--- src/rtl/uart_pkg.sv ---
// rtl/uart_pkg.sv - shared UART constants, FSM state encodings and bit-rate helper
package uart_pkg;

  localparam int PARITY_NONE = 0;
  localparam int PARITY_EVEN = 1;
  localparam int PARITY_ODD  = 2;

  typedef enum logic [2:0] {
    ST_IDLE   = 3'd0,
    ST_START  = 3'd1,
    ST_DATA   = 3'd2,
    ST_PARITY = 3'd3,
    ST_STOP   = 3'd4,
    ST_GAP    = 3'd5
  } uart_state_e;

  // Rounded to the nearest whole clock so the bit-rate error is at most half a cycle.
  function automatic int clks_per_bit(input int clk_hz, input int baud);
    return (clk_hz + baud / 2) / baud;
  endfunction

endpackage

--- src/rtl/uart_bit_timer.sv ---
// rtl/uart_bit_timer.sv - free-running bit-time counter with restart and end-of-bit flag
module uart_bit_timer #(
  parameter int CLKS_PER_BIT = 868
) (
  input  logic clk_i,
  input  logic rst_ni,
  input  logic restart_i,
  output logic bit_end_o
);

  localparam int TW = $clog2(CLKS_PER_BIT);
  localparam logic [TW-1:0] LAST = TW'(CLKS_PER_BIT - 1);

  logic [TW-1:0] cnt_q, cnt_d;

  always_comb begin
    cnt_d = cnt_q + TW'(1);
    if (restart_i || (cnt_q == LAST)) begin
      cnt_d = '0;
    end
  end

  always_ff @(posedge clk_i or negedge rst_ni) begin
    if (!rst_ni) begin
      cnt_q <= '0;
    end else begin
      cnt_q <= cnt_d;
    end
  end

  assign bit_end_o = (cnt_q == LAST);

endmodule

--- src/rtl/uart_tx_cfg.sv ---
// rtl/uart_tx_cfg.sv - parametrised UART transmitter with valid/ready word input
module uart_tx_cfg
  import uart_pkg::*;
#(
  parameter int CLK_HZ    = 50_000_000,
  parameter int BAUD      = 57_600,
  parameter int DATA_BITS = 8,
  parameter int PARITY    = 0,
  parameter int STOP_BITS = 1,
  parameter int GAP_BITS  = 0
) (
  input  logic                 clk_50M,
  input  logic                 reset_n,
  input  logic [DATA_BITS-1:0] tx_data,
  input  logic                 tx_valid,
  output logic                 tx_ready,
  output logic                 busy,
  output logic                 tx_done,
  output logic                 serial_out
);

  localparam int CPB = clks_per_bit(CLK_HZ, BAUD);
  localparam int IW  = $clog2(DATA_BITS + 1);

  if ((CPB < 2) || (DATA_BITS < 5) || (DATA_BITS > 9) || (PARITY < 0) || (PARITY > 2) ||
      (STOP_BITS < 1) || (STOP_BITS > 2) || (GAP_BITS < 0) || (GAP_BITS > 15)) begin : g_bad_param
    $error("uart_tx_cfg: illegal parameter combination");
  end

  uart_state_e          state_q, state_d;
  logic [DATA_BITS-1:0] shift_q, shift_d;
  logic [IW-1:0]        idx_q, idx_d;
  logic [3:0]           cnt_q, cnt_d;
  logic                 parity_q, parity_d;
  logic                 line_q, line_d;
  logic                 busy_q, busy_d;
  logic                 done_q, done_d;
  logic                 ready_q, ready_d;
  logic                 accept;
  logic                 bit_end;

  assign accept = tx_valid & ready_q;

  uart_bit_timer #(.CLKS_PER_BIT(CPB)) u_timer (
    .clk_i     (clk_50M),
    .rst_ni    (reset_n),
    .restart_i (state_q == ST_IDLE),
    .bit_end_o (bit_end)
  );

  always_comb begin
    state_d  = state_q;
    shift_d  = shift_q;
    idx_d    = idx_q;
    cnt_d    = cnt_q;
    parity_d = parity_q;
    line_d   = line_q;
    busy_d   = busy_q;
    done_d   = 1'b0;
    case (state_q)
      ST_IDLE: begin
        line_d = 1'b1;
        busy_d = 1'b0;
        if (accept) begin
          shift_d  = tx_data;
          parity_d = (PARITY == PARITY_ODD) ? ~^tx_data : ^tx_data;
          state_d  = ST_START;
          line_d   = 1'b0;
          busy_d   = 1'b1;
        end
      end
      ST_START: begin
        if (bit_end) begin
          state_d = ST_DATA;
          line_d  = shift_q[0];
          shift_d = shift_q >> 1;
          idx_d   = IW'(1);
        end
      end
      ST_DATA: begin
        if (bit_end) begin
          if (idx_q == IW'(DATA_BITS)) begin
            if (PARITY != PARITY_NONE) begin
              state_d = ST_PARITY;
              line_d  = parity_q;
            end else begin
              state_d = ST_STOP;
              line_d  = 1'b1;
              cnt_d   = 4'd1;
            end
          end else begin
            line_d  = shift_q[0];
            shift_d = shift_q >> 1;
            idx_d   = idx_q + IW'(1);
          end
        end
      end
      ST_PARITY: begin
        if (bit_end) begin
          state_d = ST_STOP;
          line_d  = 1'b1;
          cnt_d   = 4'd1;
        end
      end
      ST_STOP: begin
        if (bit_end) begin
          if (cnt_q != 4'(STOP_BITS)) begin
            cnt_d = cnt_q + 4'd1;
          end else if (GAP_BITS != 0) begin
            state_d = ST_GAP;
            cnt_d   = 4'd1;
          end else begin
            state_d = ST_IDLE;
            busy_d  = 1'b0;
            done_d  = 1'b1;
          end
        end
      end
      ST_GAP: begin
        if (bit_end) begin
          if (cnt_q != 4'(GAP_BITS)) begin
            cnt_d = cnt_q + 4'd1;
          end else begin
            state_d = ST_IDLE;
            busy_d  = 1'b0;
            done_d  = 1'b1;
          end
        end
      end
      default: begin
        state_d = ST_IDLE;
        line_d  = 1'b1;
        busy_d  = 1'b0;
      end
    endcase
  end

  // Ready is registered off the next state so it rises together with tx_done.
  assign ready_d = (state_d == ST_IDLE);

  always_ff @(posedge clk_50M or negedge reset_n) begin
    if (!reset_n) begin
      state_q  <= ST_IDLE;
      shift_q  <= '0;
      idx_q    <= '0;
      cnt_q    <= '0;
      parity_q <= 1'b0;
      line_q   <= 1'b1;
      busy_q   <= 1'b0;
      done_q   <= 1'b0;
      ready_q  <= 1'b0;
    end else begin
      state_q  <= state_d;
      shift_q  <= shift_d;
      idx_q    <= idx_d;
      cnt_q    <= cnt_d;
      parity_q <= parity_d;
      line_q   <= line_d;
      busy_q   <= busy_d;
      done_q   <= done_d;
      ready_q  <= ready_d;
    end
  end

  assign serial_out = line_q;
  assign busy       = busy_q;
  assign tx_done    = done_q;
  assign tx_ready   = ready_q;

endmodule

--- config.mk ---
export PLATFORM = sky130hd
export DESIGN_NAME = uart_tx_cfg
export DESIGN_NICKNAME = d
export VERILOG_FILES = /design/src/rtl/uart_pkg.sv /design/src/rtl/uart_bit_timer.sv /design/src/rtl/uart_tx_cfg.sv
export SDC_FILE = /design/constraint.sdc
export NUM_CORES = 1
export LEC_CHECK = 0
export BUFFER_PORTS_ARGS = -buffer_cell sky130_fd_sc_hd__buf_2
export CAP_MARGIN = 0
export CORE_ASPECT_RATIO = 1.25
export CORE_UTILIZATION = 40
export CTS_BUF_LIST = sky130_fd_sc_hd__clkbuf_2 sky130_fd_sc_hd__clkbuf_4 sky130_fd_sc_hd__clkbuf_8
export CTS_CLUSTER_DIAMETER = 30
export CTS_CLUSTER_SIZE = 30
export DETAILED_ROUTE_END_ITERATION = 8
export PLACE_DENSITY = 0.59
export SLEW_MARGIN = 5
export SYNTH_ARGS = -nofsm -noshare
export SYNTH_HDL_FRONTEND = slang
export SYNTH_SLANG_ARGS = --single-unit
--- constraint.sdc ---
create_clock -name clk_50M -period 5.5 [get_ports clk_50M]
set_input_delay 0.55 -clock clk_50M [delete_from_list [all_inputs] [get_ports clk_50M]]
set_output_delay 0.55 -clock clk_50M [all_outputs]
set_load 0.01 [all_outputs]
==> impl_metrics.env <==
export IMPL_gp_congestion=0.835
export IMPL_yosysSeqAreaShare_pct=45.2
export IMPL_fin_cells=254
export IMPL_synth_most_common_cell="dfrtp_1"
export IMPL_yosys_top_cells_count="dfrtp_1, nor2_1, mux2_2"
export IMPL_core_area_mm2=0.00439
export IMPL_max_freq_mhz=425
export IMPL_synth_top_cell_by_area="dfrtp_1"
export IMPL_cts_tree="yes"
export IMPL_netlist_instances=181
export IMPL_cts_path_max_buffers=2
export IMPL_h_tree_depth=2
export IMPL_period_needed_ps=2350
export IMPL_slew_violations=0
export IMPL_crit_arrival_ps=2520
export IMPL_wire_per_inst_um=14.7
export IMPL_dr_pass1_iters=5
export IMPL_vias=1392
export IMPL_portBuffers=14
export IMPL_grt_pass1_vias=1452
export IMPL_outcome="finished, final reports clean"
export IMPL_hold_viol=0
export IMPL_ctsResizeCount=0
export IMPL_cts_setup_buffers=0
export IMPL_vdd_drop_max_mv=0.130
export IMPL_worstSkewPairLatency_ps=290
export IMPL_maxCapViolCount=0
export IMPL_dp_cells=246
export IMPL_required_ps=5670
export IMPL_busiest_layer="met2"
export IMPL_antenna_left=0
export IMPL_hold_worst_slack_ps=320
export IMPL_n_fill_cell=430
export IMPL_power_density_mw_per_mm2=220
export IMPL_drt_wl_total_um=3740
export IMPL_end_kind="flip-flop"
export IMPL_grt_usage_pct=17.5
export IMPL_clock_skew_ps=11.4
export IMPL_seq_area_um2=827
export IMPL_tightest_slew_ps=776
export IMPL_hp_class="in -> async"
export IMPL_nets=212
export IMPL_grt_pass1_wl_um=6650
export IMPL_numCtsBuffers=5
export IMPL_dp_hpwl_um=2710
export IMPL_synth_ff_type="dfrtp_1"
export IMPL_synthDominantCellAreaShare_pct=43.8
export IMPL_path_clk_slew_ps=70
export IMPL_die_y_um=77.6
export IMPL_use_met2_pct=31.8
export IMPL_grt_max_degree=34
export IMPL_io_pins=15
export IMPL_cts_sinks=33
export IMPL_total_power_uw=447
export IMPL_tns_ps=0
export IMPL_criticalPathCategory="reg -> reg"
export IMPL_route_detailed_drc=0
export IMPL_rows=27
export IMPL_grt_use_met1_pct=19.2
export IMPL_die_area_mm2=0.00485
export IMPL_power_leakage_uw=0.000950
export IMPL_viasPerCell=5.48
export IMPL_drt_iter0_markers=36
export IMPL_ys_async_sr_fraction_pct=100
export IMPL_ys_ff_latch=33
export IMPL_use_met3_pct=3.53
export IMPL_finalSetupViolations=0
export IMPL_rsz0062_at_grt="false"
export IMPL_syn_num_nets=198
export IMPL_antenna_found_initial=0
export IMPL_synthTopCellsByArea="dfrtp_1, mux2_2, ha_1"
export IMPL_gr_total_overflow=0
export IMPL_synth_distinct_cells=47
export IMPL_crit_path_start_kind="flip-flop"
export IMPL_cp_max_fo=20
export IMPL_cts_root_buf="clkbuf_8"
export IMPL_multi_input_area_um2=926
export IMPL_n_antenna_cell=0
export IMPL_relSlewSlack_pct=47.8
export IMPL_syn_to_final_growth_pct=11.2
export IMPL_synthesis_area_mm2=0.00183
export IMPL_die_w_um=62.5
export IMPL_fin_crit_sh_pct=42.8
export IMPL_drive_gt1_share_pct=21.4
export IMPL_ctsHoldBuffers=0
export IMPL_start_util_pct=41.7
export IMPL_ys_warn_count=0
export IMPL_synth_edff_count=0
export IMPL_avgSynthCellArea_um2=10.1
-- power by group --
| part | total (µW) | leakage, µW | switching [µW] | internal (µW) |
|---|---|---|---|---|
| Combinational | 8.04 | 0.000465 | 5.53 | 2.51 |
| Sequential | 243 | 0.000433 | 0 | 243 |
| Clock | 197 | 0.0000523 | 84.8 | 112 |
-- cells by family (layout without fill, tap and decap cells) --
| logic type | count (synthesis) | after routing | synth area share [%] |
|---|---|---|---|
| XOR/XNOR | 8 | 8 | 3.83 |
| AO/OA/AOI/OAI | 33 | 33 | 12.6 |
| multiplexers | 18 | 18 | 10.9 |
| flip-flops | 33 | 33 | 45.2 |
| AND/OR/NAND/NOR | 65 | 65 | 19.2 |
| buffers and inverters | 18 | 33 | 4.17 |
| adder cells (fa/ha/maj) | 6 | 6 | 4.10 |
-- cell type report --
class / count / share of cell area [%]
Sequential cell: 33 / 40.7
Inverter: 11 / 2.03
Clock buffer: 8 / 4.80
Multi-Input combinational cell: 130 / 45.5
Tap cell: 58 / 3.57
Timing Repair Buffer: 14 / 3.44
-- path summary, 6_finish.rpt --
check                                 start                to  slack [ps]  depth (start not counted)
hold / removal                      reset_n        shift_q[0]         320                          1
max in group asynchronous           reset_n  u_timer.cnt_q[8]        4710                          1
min in group clk_50M       u_timer.cnt_q[0]  u_timer.cnt_q[0]         490                          1
setup / recovery                 state_q[1]        shift_q[2]        3150                          4
hold reg to reg            u_timer.cnt_q[0]  u_timer.cnt_q[0]         490                          1
setup reg to reg                 state_q[1]        shift_q[2]        3150                          4
-- worst max-delay path, stage by stage (launching register included) --
cell       delay, ps
dfrtp_1          570
and4b_1          320
a2111oi_1        560
a21boi_4         400
mux2_2           370
-- stage by stage --
stage                     utilization, %  instance area, µm²  setup slack (ps)
after global routing                46.3                2030              2950
after CTS                           46.3                2030              3130
final                               46.3                2030              3150
after global placement              44.1                1940              3260
after detailed placement            44.1                1940              3150
after floorplan                        -                1830              3390
-- flip-flops by register name, indices dropped and copies added (netlist names), 3 cells and up --
register	flops
state_q	3
shift_q	8
cnt_q	4
u_timer.cnt_q	10
idx_q	4
-- per-layer routing --
layer	part of all wire [%]	wire (µm)	vias to the layer above
li1	-	-	664
met1	42	1560	689
met2	52	1950	29
met3	3.3	123	10
met4	2.5	95	0
met5	0	0	-
-- layout by cell type (no fill, tap or decap), types with 3 or more instances in the layout --
cell type	count
nand2_1	6
dfrtp_1	32
xnor2_1	6
clkbuf_8	6
mux2_2	13
inv_1	11
nor2_1	16
nand3_1	11
nor4_1	3
buf_2	14
o21ai_0	6
nor3_1	6
mux2_1	3
a21oi_1	10
ha_1	6
nand2b_1	4
Power figures use the tool's default switching activity.
